`config.mk`:
```
export PLATFORM = sky130hd
export DESIGN_NAME = led_bank
export DESIGN_NICKNAME = d
export VERILOG_FILES = /design/src/rtl/led_bank.sv
export SDC_FILE = /design/constraint.sdc
export NUM_CORES = 1
export LEC_CHECK = 0
export ABC_AREA = 1
export CELL_PAD_IN_SITES_DETAIL_PLACEMENT = 0
export CELL_PAD_IN_SITES_GLOBAL_PLACEMENT = 1
export CORE_ASPECT_RATIO = 0.5
export CORE_UTILIZATION = 30
export CTS_CLUSTER_SIZE = 24
export DETAILED_ROUTE_END_ITERATION = 7
export MAX_ROUTING_LAYER = met4
export PLACE_DENSITY_LB_ADDON = 0.1
export REMOVE_ABC_BUFFERS = 1
export SLEW_MARGIN = 40
export SYNTH_ARGS = -nofsm -noshare
export SYNTH_HDL_FRONTEND = slang
export SYNTH_SLANG_ARGS = --single-unit
```
`constraint.sdc`:
```
create_clock -name in_clock -period 2.79 [get_ports in_clock]
set_input_delay 0.558 -clock in_clock [delete_from_list [all_inputs] [get_ports in_clock]]
set_output_delay 0.558 -clock in_clock [all_outputs]
set_load 0.05 [all_outputs]
```
`src/rtl/led_bank.sv`:
```
`default_nettype none
// ============================================================================
// Module   : led_bank
// Summary  : Register-mapped LED driver with per-channel on/off and blink,
//            plus global PWM dimming, all timed from one free-running prescaler.
// Revision : 1.0
// ============================================================================
module led_bank #(
    parameter int NUM_LEDS      = 5,
    parameter int DATA_WIDTH    = 16,
    parameter int PWM_BITS      = 4,
    parameter int PRESCALE_BITS = 22
) (
    input  logic                  in_clock,
    input  logic                  in_reset,
    input  logic                  in_wr_en,
    input  logic                  in_rd_en,
    input  logic [1:0]            in_addr,
    input  logic [DATA_WIDTH-1:0] in_wr_data,
    output logic [DATA_WIDTH-1:0] out_rd_data,
    output logic [NUM_LEDS-1:0]   out_led
);

    localparam logic [1:0] c_addr_on     = 2'd0;
    localparam logic [1:0] c_addr_blink  = 2'd1;
    localparam logic [1:0] c_addr_bright = 2'd2;
    localparam logic [1:0] c_addr_div    = 2'd3;

    localparam logic [PRESCALE_BITS-1:0] c_prescale_one = {{(PRESCALE_BITS-1){1'b0}}, 1'b1};

    logic [PRESCALE_BITS-1:0] r_prescaler;
    logic [NUM_LEDS-1:0]      r_on;
    logic [NUM_LEDS-1:0]      r_blink;
    logic [PWM_BITS-1:0]      r_bright;
    logic [1:0]               r_div;
    logic [DATA_WIDTH-1:0]    r_rd_data;
    logic [NUM_LEDS-1:0]      r_led;

    logic [PWM_BITS-1:0]      w_pwm_cnt;
    logic                     w_pwm_on;
    logic                     w_blink_phase;
    logic [NUM_LEDS-1:0]      w_led_next;
    logic [DATA_WIDTH-1:0]    w_rd_mux;
    logic                     w_unused_wr_data;

    // Upper write-data bits beyond each register's width are simply dropped.
    assign w_unused_wr_data = ^in_wr_data;

    assign w_pwm_cnt = r_prescaler[PWM_BITS-1:0];
    // Full-scale brightness must stay lit for the whole period, so it bypasses the compare.
    assign w_pwm_on  = (&r_bright) | (w_pwm_cnt < r_bright);

    always_comb begin
        w_blink_phase = r_prescaler[PRESCALE_BITS-1];
        case (r_div)
            2'd0:    w_blink_phase = r_prescaler[PRESCALE_BITS-1];
            2'd1:    w_blink_phase = r_prescaler[PRESCALE_BITS-2];
            2'd2:    w_blink_phase = r_prescaler[PRESCALE_BITS-3];
            2'd3:    w_blink_phase = r_prescaler[PRESCALE_BITS-4];
            default: w_blink_phase = r_prescaler[PRESCALE_BITS-1];
        endcase
    end

    assign w_led_next = r_on
                      & (~r_blink | {NUM_LEDS{w_blink_phase}})
                      & {NUM_LEDS{w_pwm_on}};

    always_comb begin
        w_rd_mux = '0;
        case (in_addr)
            c_addr_on:     w_rd_mux[NUM_LEDS-1:0] = r_on;
            c_addr_blink:  w_rd_mux[NUM_LEDS-1:0] = r_blink;
            c_addr_bright: w_rd_mux[PWM_BITS-1:0] = r_bright;
            c_addr_div:    w_rd_mux[1:0]          = r_div;
            default:       w_rd_mux               = '0;
        endcase
    end

    always_ff @(posedge in_clock or posedge in_reset) begin
        if (in_reset) begin
            r_prescaler <= '0;
            r_on        <= '0;
            r_blink     <= '0;
            r_bright    <= '0;
            r_div       <= '0;
            r_rd_data   <= '0;
            r_led       <= '0;
        end else begin
            r_prescaler <= r_prescaler + c_prescale_one;
            r_led       <= w_led_next;

            // The read mux sees pre-edge register values, so a colliding write is not visible yet.
            if (in_rd_en) begin
                r_rd_data <= w_rd_mux;
            end

            if (in_wr_en) begin
                case (in_addr)
                    c_addr_on:     r_on     <= in_wr_data[NUM_LEDS-1:0];
                    c_addr_blink:  r_blink  <= in_wr_data[NUM_LEDS-1:0];
                    c_addr_bright: r_bright <= in_wr_data[PWM_BITS-1:0];
                    c_addr_div:    r_div    <= in_wr_data[1:0];
                    default:       r_div    <= r_div;
                endcase
            end
        end
    end

    assign out_rd_data = r_rd_data;
    assign out_led     = r_led;

endmodule
`default_nettype wire

```
==> impl_metrics.yaml <==
setup_path:
  cp-startpoint: "out_rd_data[4]"
  cp-start-kind: "register"
  crit_path_end_kind: "primary output"
  path_max_fanout: 2
  crit_buf_inv: 1
  crit_family: "buffers and inverters"
  worstPathCellList: "clkdlybuf4s50_1"
  arrival_ns: 1.45
  crit_type: "register to primary output"
  crit_path_max_incr_delay_ns: 0.80
  critical_path_required_ns: 2.23
  timing.rr.start: "r_prescaler[1]"
  cpMaxStageDelayCell: "clkdlybuf4s50_1"
placement:
  numPortBuffers: 20
  gp_congestion: 0.779
  dpl.cell_count: 415
  detailed_place_hpwl_um: 3810
  dpl_cell_area_um2: 2690
power:
  pwr-share-comb: 0.176
  ir_drop_mv: 0.248
  switchingPower_uw: 524
  leakagePower_nw: 1.31
  swShare: 0.282
  power.total_mw: 1.86
  powerDensity_nw_per_um2: 646
  seq_power_share: 0.431
  p_int_mw: 1.33
  p_clk_frac: 0.393
global_routing:
  grt_pass1_vias: 1867
  track_usage: 0.148
  grt-ovfl-total: 0
  grt_pass1_wl_um: 8990
  antenna_found_initial: 0
  grt_max_degree: 29
sta:
  fin_setup_tns_ns: 0
  fin_hold_ws_ns: 0.477
  min_period_ns: 2.01
  setup_violations: 0
  max_freq_ghz: 0.497
  min_period_over_period: 0.721
  slew_viol_final: 0
  fin_skew_ns: 0.00436
  relSlewSlack: 0.590
  tightest_slew_ns: 0.614
  rsz0062_at_grt: "no"
  hold_viol: 0
routing:
  wl_um: 5040
  met3WireLength_um: 162
  wl_per_cell_um: 11.9
  wl_met1_um: 2590
  drtPass1Iterations: 4
  met2_wirelength_um: 2230
  drt_first_iter_violations: 82
  topRoutingLayerUsed: "met4"
  drtAntennaViolNets: 0
  viasPerCell: 4.19
  via_count: 1772
  drc: 0
cts:
  cts.path.max_buffers: 2
  post-cts-setup-buffers: 0
  insertion_delay_ns: 0.29
  cts-root-buf: "clkbuf_16"
  clock_sinks: 48
  cts_buffers: 5
  htreeDepth: 2
  cts_tree: "done"
  cts.clk_slew.worst_paths_ns: 0.06
  ctsHoldBuffers: 0
  cts_resized: 0
final_layout:
  fillers: 785
  stdcell_area_um2: 2870
  drive_gt1_frac: 0.102
  antenna_cells: 0
  area_growth_pct: 20.5
  nets: 340
  fin_cells: 423
yosys:
  synth_area_um2: 2380
  synth-seq-area-share: 0.504
  ys_types: 22
  synth-seq-cells: 48
  avgSynthCellArea_um2: 8.33
  yosysWarningCount: 0
  synthCells: 286
die:
  ioPinCount: 43
  start_util: 0.317
  core_area_um2: 7510
  chipHeight_um: 65.0
  die-area_um2: 8320
  die_w_um: 128
  rows: 22
status:
  status: "completed"
min_path:
  min_path_type: "register to register"
  hp-start: "out_rd_data[3]"
run:
  cap_violations: 0
## power by group through the flow
stage / Combinational [mW] / Sequential [mW] / Clock [mW]
after floorplan: 0.139 / 0.892 / 0
after global placement: 0.327 / 0.812 / 0
after detailed placement: 0.331 / 0.813 / 0
after CTS: 0.332 / 0.801 / 0.751
after global routing: 0.357 / 0.809 / 0.788
final: 0.327 / 0.800 / 0.729
## logic make-up (layout without fill, tap and decap cells)
kind of cell             after synthesis  count (layout)  synth area share
adder cells (fa/ha/maj)                4               4            0.0210
AND/OR/NAND/NOR                      168             168             0.311
buffers and inverters                 31              50            0.0662
AO/OA/AOI/OAI                         19              19            0.0404
other                                  1              11           0.00157
XOR/XNOR                              15              15            0.0551
flip-flops                            48              48             0.504
## routing by layer
layer | up-vias | global-route usage
met4 | 0 | 0.0397
met5 | - | -
met1 | 803 | 0.187
met3 | 5 | 0.0421
met2 | 29 | 0.236
li1 | 935 | -
## path summary, 6_finish.rpt
check,to,slack (ns),cells after the start
setup / recovery,out_rd_data[4],0.78,1
hold / removal,out_rd_data[3],0.48,2
setup reg to reg,r_prescaler[14],1.31,5
hold reg to reg,out_rd_data[3],0.48,2
max in group asynchronous,r_on[0],1.53,3
min in group asynchronous,out_rd_data[0],0.66,2
## registers in the layout (all words and copies together) (netlist names)
| name | flops |
|---|---|
| r_on | 5 |
| out_rd_data | 5 |
| r_div | 2 |
| r_blink | 5 |
| out_led | 5 |
| r_bright | 4 |
| r_prescaler | 22 |
## layout make-up
class	instances	area, um^2	share of cell area
clock buffers	7	153	0.0532
inverters	20	75.1	0.0262
flip-flops and latches	48	1200	0.418
multi-input cells	217	1060	0.370
well taps	108	135	0.0471
clock inverters	1	30.0	0.0105
repair buffers	22	215	0.0750
## per-stage QoR
stage	util	worst slack [ns]
after global placement	0.358	0.826
after floorplan	-	1.09
final	0.382	0.778
after CTS	0.382	0.757
after global routing	0.382	0.734
after detailed placement	0.358	0.813
## layout by cell type, fill, tap and decap left out, types with 2 or more instances in the layout
| cell type | netlist | final |
|---|---|---|
| nand3_1 | 10 | 10 |
| clkdlybuf4s50_1 | 0 | 20 |
| xnor2_1 | 8 | 8 |
| nand4_1 | 3 | 3 |
| nor2_4 | 3 | 3 |
| clkbuf_8 | 0 | 2 |
| xor2_1 | 7 | 7 |
| nor2_2 | 6 | 6 |
| nand2_2 | 6 | 6 |
| nor2_1 | 28 | 28 |
| inv_2 | 4 | 5 |
| buf_4 | 11 | 2 |
| o21ai_0 | 7 | 7 |
| o21ai_1 | 9 | 9 |
| ha_1 | 4 | 4 |
| conb_1 | 1 | 11 |
| clkbuf_16 | 0 | 5 |
| dfrtp_1 | 48 | 48 |
| nand3b_1 | 5 | 5 |
| a21oi_1 | 2 | 2 |
| inv_1 | 16 | 15 |
| nand2_1 | 105 | 105 |
## cell usage after synthesis
cell	n	area, um^2
nor2_2	6	37.5
nor2_1	28	105
o21ai_0	7	35.0
o21ai_1	9	45.0
nand4_1	3	18.8
nor2_4	3	33.8
conb_1	1	3.75
nand3_2	1	10.0
xnor2_1	8	70.1
a21oi_1	2	10.0
nand3_1	10	50.1
dfrtp_1	48	1200
a31oi_1	1	6.26
inv_1	16	60.1
nand3b_1	5	37.5
inv_2	4	15.0
nand2_2	6	37.5
ha_1	4	50.1
nand2_1	105	394
nand3_4	1	17.5
xor2_1	7	61.3
buf_4	11	82.6
Power figures use the tool's default switching activity.
